**config.mk**
```make
export PLATFORM = sky130hd
export DESIGN_NAME = regfile_write_arbiter_flat
export DESIGN_NICKNAME = d
export VERILOG_FILES = /design/src/rtl/regfile_write_arbiter_pkg.sv /design/src/rtl/regfile_write_arbiter_if.sv /design/src/rtl/regfile_write_arbiter_rr_arb2.sv /design/src/rtl/regfile_write_arbiter.sv /design/src/flat_wrapper.sv
export SDC_FILE = /design/constraint.sdc
export NUM_CORES = 1
export LEC_CHECK = 0
export BUFFER_PORTS_ARGS = -buffer_cell sky130_fd_sc_hd__buf_2
export CAP_MARGIN = 20
export CORE_AREA = 4 4 92 68
export CTS_CLUSTER_SIZE = 24
export DETAILED_ROUTE_END_ITERATION = 16
export DIE_AREA = 0 0 96 72
export PLACE_DENSITY = 0.88
export SLEW_MARGIN = 20
export SYNTH_ARGS = -nofsm -noshare
export SYNTH_HDL_FRONTEND = slang
export SYNTH_SLANG_ARGS = --single-unit
```
**constraint.sdc**
```tcl
create_clock -name clk -period 3 [get_ports clk]
set_input_delay 0.15 -clock clk [delete_from_list [all_inputs] [get_ports clk]]
set_output_delay 0.15 -clock clk [all_outputs]
set_load 0.1 [all_outputs]
```
**src/rtl/regfile_write_arbiter_pkg.sv**
```systemverilog
// Shared constants, request record and one-hot decoder for the register-file
// write arbiter.
package regfile_pkg;

    localparam int NREG = 16;
    localparam int DW   = 16;
    localparam int AW   = 4;

    localparam int REQ_ALU = 0;
    localparam int REQ_LD  = 1;

    typedef struct packed {
        logic [AW-1:0] addr;
        logic [DW-1:0] data;
    } wr_req_t;

    function automatic logic [NREG-1:0] onehot_dec(input logic [AW-1:0] idx);
        logic [NREG-1:0] vec;
        vec      = '0;
        vec[idx] = 1'b1;
        return vec;
    endfunction

endpackage

```
**src/rtl/regfile_write_arbiter_if.sv**
```systemverilog
// Write-back request bundle for the ALU (0) and load (1) requesters.
interface regfile_write_arbiter_if;
    import regfile_pkg::*;

    logic          req0_valid;
    logic          req0_ready;
    logic [AW-1:0] req0_reg;
    logic [DW-1:0] req0_data;
    logic          req1_valid;
    logic          req1_ready;
    logic [AW-1:0] req1_reg;
    logic [DW-1:0] req1_data;

    modport master (
        output req0_valid, req0_reg, req0_data,
        output req1_valid, req1_reg, req1_data,
        input  req0_ready, req1_ready
    );

    modport slave (
        input  req0_valid, req0_reg, req0_data,
        input  req1_valid, req1_reg, req1_data,
        output req0_ready, req1_ready
    );

endinterface

```
**src/rtl/regfile_write_arbiter_rr_arb2.sv**
```systemverilog
// Two-requester round-robin arbiter; last_g remembers who won the last
// transfer so the other requester wins the next tie.
module rr_arb2
    import regfile_pkg::*;
(
    input  logic       clk,
    input  logic       rst,
    input  logic [1:0] req,
    input  logic       en,
    output logic [1:0] gnt
);

    logic last_g;

    always_comb begin
        // NOTE: give every combinational output a default first so no path infers a latch.
        gnt = 2'b00;
        case (req)
            2'b01:   gnt = 2'b01;
            2'b10:   gnt = 2'b10;
            2'b11:   gnt = last_g ? 2'b01 : 2'b10;
            default: gnt = 2'b00;
        endcase
    end

    // A grant only becomes a transfer when en is high, so the pointer moves only then.
    always_ff @(posedge clk or posedge rst) begin
        // NOTE: state uses non-blocking assignments so every flop samples pre-edge values.
        if (rst) begin
            last_g <= 1'b1;
        end else if (en && (gnt != 2'b00)) begin
            last_g <= gnt[REQ_LD];
        end
    end

endmodule

```
**src/rtl/regfile_write_arbiter.sv**
```systemverilog
// Shares the register file's single write port between ALU and load write-back,
// with a one-cycle commit stage, read-select decode and forwarding hit flags.
module regfile_write_arbiter
    import regfile_pkg::*;
(
    input  logic                clk,
    input  logic                rst,
    input  logic                halt,
    regfile_write_arbiter_if.slave bus,
    input  logic [AW-1:0]       rd_reg1,
    input  logic [AW-1:0]       rd_reg2,
    output logic [NREG-1:0]     WriteReg,
    output logic [DW-1:0]       D,
    output logic [NREG-1:0]     ReadEnable1,
    output logic [NREG-1:0]     ReadEnable2,
    output logic                byp1,
    output logic                byp2,
    output logic [DW-1:0]       byp_data,
    output logic [15:0]         wr_count
);

    logic [1:0] req;
    logic [1:0] gnt;
    logic       accept_en;
    logic       xfer;
    wr_req_t    winner;
    logic       wv;
    wr_req_t    commit;
    logic       wr_en;

    assign req       = {bus.req1_valid, bus.req0_valid};
    assign accept_en = ~halt;

    rr_arb2 u_arb (
        .clk (clk),
        .rst (rst),
        .req (req),
        .en  (accept_en),
        .gnt (gnt)
    );

    assign bus.req0_ready = gnt[REQ_ALU] & accept_en;
    assign bus.req1_ready = gnt[REQ_LD]  & accept_en;

    // A grant implies valid, so either ready high means a transfer this edge.
    assign xfer = bus.req0_ready | bus.req1_ready;

    always_comb begin
        winner.addr = bus.req0_reg;
        winner.data = bus.req0_data;
        if (bus.req1_ready) begin
            winner.addr = bus.req1_reg;
            winner.data = bus.req1_data;
        end
    end

    // Commit stage: address/data hold when idle so D stays stable between writes.
    always_ff @(posedge clk or posedge rst) begin
        if (rst) begin
            wv     <= 1'b0;
            commit <= '0;
        end else begin
            wv <= xfer;
            if (xfer) begin
                commit <= winner;
            end
        end
    end

    // R0 is hardwired zero: its write completes the handshake but never reaches the file.
    assign wr_en    = wv && (commit.addr != '0);
    assign WriteReg = wr_en ? onehot_dec(commit.addr) : '0;
    assign D        = commit.data;
    assign byp_data = commit.data;

    assign ReadEnable1 = onehot_dec(rd_reg1);
    assign ReadEnable2 = onehot_dec(rd_reg2);

    assign byp1 = wv && (commit.addr == rd_reg1) && (rd_reg1 != '0);
    assign byp2 = wv && (commit.addr == rd_reg2) && (rd_reg2 != '0);

    always_ff @(posedge clk or posedge rst) begin
        if (rst) begin
            wr_count <= '0;
        end else if (wr_en) begin
            wr_count <= wr_count + 16'd1;
        end
    end

    a_one_ready : assert property (@(posedge clk) disable iff (rst)
        !(bus.req0_ready && bus.req1_ready));

    a_rd_onehot : assert property (@(posedge clk)
        $onehot(ReadEnable1) && $onehot(ReadEnable2));

endmodule

```
**src/flat_wrapper.sv**
```systemverilog
// flat-port wrapper written by rule: the top's interface ports become plain ports
module regfile_write_arbiter_flat import regfile_pkg::*;
  (clk, rst, halt, rd_reg1, rd_reg2, WriteReg, D, ReadEnable1, ReadEnable2, byp1, byp2, byp_data, wr_count, bus_req0_valid, bus_req0_reg, bus_req0_data, bus_req1_valid, bus_req1_reg, bus_req1_data, bus_req0_ready, bus_req1_ready);
  regfile_write_arbiter_if bus_i ();
  input  logic clk;
  input  logic rst;
  input  logic halt;
  input  logic [AW-1:0] rd_reg1;
  input  logic [AW-1:0] rd_reg2;
  output logic [NREG-1:0] WriteReg;
  output logic [DW-1:0] D;
  output logic [NREG-1:0] ReadEnable1;
  output logic [NREG-1:0] ReadEnable2;
  output logic byp1;
  output logic byp2;
  output logic [DW-1:0] byp_data;
  output logic [15:0] wr_count;
  input wire logic [$bits(bus_i.req0_valid)-1:0] bus_req0_valid;
  input wire logic [$bits(bus_i.req0_reg)-1:0] bus_req0_reg;
  input wire logic [$bits(bus_i.req0_data)-1:0] bus_req0_data;
  input wire logic [$bits(bus_i.req1_valid)-1:0] bus_req1_valid;
  input wire logic [$bits(bus_i.req1_reg)-1:0] bus_req1_reg;
  input wire logic [$bits(bus_i.req1_data)-1:0] bus_req1_data;
  output wire logic [$bits(bus_i.req0_ready)-1:0] bus_req0_ready;
  output wire logic [$bits(bus_i.req1_ready)-1:0] bus_req1_ready;
  assign bus_i.req0_valid = bus_req0_valid;
  assign bus_i.req0_reg = bus_req0_reg;
  assign bus_i.req0_data = bus_req0_data;
  assign bus_i.req1_valid = bus_req1_valid;
  assign bus_i.req1_reg = bus_req1_reg;
  assign bus_i.req1_data = bus_req1_data;
  assign bus_req0_ready = bus_i.req0_ready;
  assign bus_req1_ready = bus_i.req1_ready;
  regfile_write_arbiter u_core (.clk(clk), .rst(rst), .halt(halt), .bus(bus_i), .rd_reg1(rd_reg1), .rd_reg2(rd_reg2), .WriteReg(WriteReg), .D(D), .ReadEnable1(ReadEnable1), .ReadEnable2(ReadEnable2), .byp1(byp1), .byp2(byp2), .byp_data(byp_data), .wr_count(wr_count));
endmodule
```
==> key figures <==
Synth
  – Yosys top cell by area: dfrtp_1
  – Area contributors post-synth: dfrtp_1, buf_4, mux2i_1, xnor2_1, nor2_1
  – Post-synth net total: 339
  – Post-synth EDFFs: 0
  – YS warnings: 0
  – Share of the synthesized area in the top cell type: 38.2%
  – Syn avg cell area: 8.51 µm²
  – Asr flop ratio synth: 100%
  – Seq cells post-synth: 38
  – Synthesized instance count: 285
  – Post-synth top flop: dfrtp_1
  – Post-Syn Area: 0.00243 mm²
  – Sequential area share after synthesis: 39.2%
  – Distinct cells, synth: 29

Placed design
  – Buffers on Ports: 151
  – Final HPWL DP: 4.80 mm
  – Setup WS pre-CTS: 1.06 ns
  – DP Cell Count: 463
  – Gpl congestion: 0.831

Routing
  – Final wirelength: 5.88 mm
  – Vias per std cell: 4.74
  – Met3 WL: 511 µm
  – Routed met2 length: 3.03 mm
  – Highest metal used: met4
  – DR pass1 iterations: 4
  – Wire per inst: 12.5 µm
  – Drc violations: 0
  – DRT iter0 DRCs: 33
  – Via count: 2238
  – Post-route ant nets: 0
  – Met1 Wirelength: 2.31 mm

Min path
  – Hold Crit Start: bus_req1_data[5]
  – Worst hold path class: input port to flip-flop

Timing
  – RSZ-0062 raised after global routing: false
  – Setup TNS: 0 ns
  – Hold Fails Final Rpt: 0
  – Final setup viols: 0
  – Fmax: 453 MHz
  – Worst-Margin Slew: 0.653 ns
  – Pins Over Slew Limit: 0
  – Final setup margin: 0.790 ns
  – Clk_skew: 0.00549 ns
  – Slew headroom: 56.3%
  – Minimum clock period: 2.21 ns
  – Final period util: 73.7%

CTS
  – Root Buffer Master: clkbuf_8
  – # H-tree levels: 2
  – Clock-pin slew on the worst setup and hold paths: 0.07 ns
  – Num Clock Sinks: 38
  – Clk Latency, worst-skew pair: 0.28 ns
  – CTS tree: done
  – Worst-case clock buffer depth: 2
  – Number of buffers created by CTS: 5
  – Post-CTS sizing: 0

Layout
  – Layout cells sized above 1: 42.8%
  – Utilization after layout: 56.2%
  – Final std cells w/o fill: 472
  – P&R area growth vs syn: 27.3%
  – Final Net Count: 450
  – N_diodes: 0

GRT
  – Initial antenna violation count: 0
  – First-pass GRT wire length: 9.20 mm
  – Global route overflow: 0
  – Total GRT Usage: 16.7%
  – Number of global-route vias before repair: 2091
  – Pin count of the biggest net entering global routing: 39

Power and ir drop
  – Total power: 0.00235 W
  – Static Leakage: 1.70 nW
  – VDD IR max: 0.823 mV
  – PwrDens: 762 mW/mm²

Run
  – Max Cap Violations: 0

Critical path
  – Critical R2R Launch: u_core.commit[16]
  – CP Capture Type: primary output
  – Crit Path Max Fanout: 14
  – Type of origin of the critical path: flip-flop
  – Critical path class: flip-flop to primary output
  – WP data required: 2.85 ns
  – CP arrival: 2.06 ns
  – Setup crit start: u_core.u_arb.last_g

Floorplan
  – Initial core utilization: 44.1%
  – Die Y: 72 µm
  – Core ar.: 0.00550 mm²
  – Row cnt: 23
  – Die Wd: 96 µm
  – Die Area: 0.00691 mm²
  – Ports: 153

Status
  – Status: complete, no violations
## synth_stat cells, types with 4 or more instances
cell type  instances
buf_2              4
nand2_1           30
nand4_1            4
nand3_1            8
inv_1              7
nor2_1            36
o21ai_0           20
nor4_1             6
mux2i_1           20
clkbuf_1          12
buf_4             34
xnor2_1           16
xor2_1             5
nand2b_1          10
dfrtp_1           37
nor3_1            20
## critical path, cell delays in order, from the launching register on
cell and delay, ns:
dfstp_2 0.38, o21ai_2 0.44, buf_4 0.36, and2_1 0.17, buf_2 0.42
## path summary, 6_finish.rpt
| path | depth (start not counted) | slack, ns | end |
|---|---|---|---|
| worst max register to register | 4 | 1.23 | u_core.wr_count[15] |
| worst min register to register | 2 | 0.48 | u_core.u_arb.last_g |
| worst max-delay path | 4 | 0.79 | bus_req1_ready |
| min in group asynchronous | 4 | 0.52 | u_core.wr_count[4] |
| max in group asynchronous | 4 | 2.13 | u_core.u_arb.last_g |
| worst min-delay path | 3 | 0.15 | u_core.D[5] |
## area by class of cell
class	instances	area, µm²
clock buffer	7	86.3
clock inverter	1	5.00
fill	510	2410
inverter	7	26.3
sequential	38	952
multi-input combinational	189	1140
tap	75	93.8
timing repair buffer	155	788
## metrics by stage
step / hold slack [ns] / cell area, µm²
2_1_floorplan: 0.342 / 2440
3_3_place_gp: 0.280 / 2990
3_5_place_dp: 0.285 / 2990
4_1_cts: 0.145 / 3090
5_1_grt: 0.144 / 3090
6_report: 0.151 / 3090
## layout by cell type, fill, tap and decap left out
cell           count
clkbuf_1           1
nor2_1            36
buf_4              3
conb_1             1
xnor2_1           16
inv_1              7
nand3_1            8
nor2_2             1
or3b_2             1
nand3b_1           2
mux2_2             1
nor4_2             2
o41ai_4            1
nand2_1           30
dfstp_2            1
ha_1               1
dlygate4sd3_1      1
xor2_1             5
nor3_1            20
o21bai_2           1
buf_2            151
nor4_1             4
nand4_1            4
a21oi_1            3
o21ai_0           20
clkinv_2           1
mux2i_1           20
o21ai_2            1
dfrtp_1           37
and2_1             1
clkbuf_8           6
nand2b_1          10
## cells by family (layout without fill, tap and decap cells)
logic type | Yosys count | after routing | share of synthesized area (%)
AOI/OAI and AO/OA | 26 | 26 | 6.40
xor gates and xnor gates | 21 | 21 | 7.58
adders and majority gates | 1 | 1 | 0.516
buffers and inverters | 58 | 170 | 14.7
DFF | 38 | 38 | 39.2
muxes | 21 | 21 | 8.72
other | 1 | 1 | 0.155
and+or+nand+nor | 119 | 119 | 22.6
## routing by layer
| metal | vias up | GRT usage [%] |
|---|---|---|
| met5 | - | 0 |
| met4 | 0 | 3.47 |
| met3 | 6 | 5.28 |
| met2 | 92 | 30.7 |
| met1 | 1010 | 18.8 |
| li1 | 1130 | - |
## sequential cells by signal, summed over array words and instances (netlist names)
register             flops
u_core.D                16
u_core.commit            4
u_core.u_arb.last_g      1
u_core.wr_count         16
u_core.wv                1
## repair_timing
| action | 4_1_cts | 5_1_grt |
|---|---|---|
| setup buffers | 0 | 0 |
| hold buffers | 1 | 0 |
| hold endpoints to repair | 37 | 0 |
## power by group
group | switching (W) | leakage, nW | internal [W]
clock network | 0.000168 | 0.0482 | 0.000185
logic | 0.00110 | 1.17 | 0.000208
registers | 0.000100 | 0.482 | 0.000595
Power figures use the tool's default switching activity.
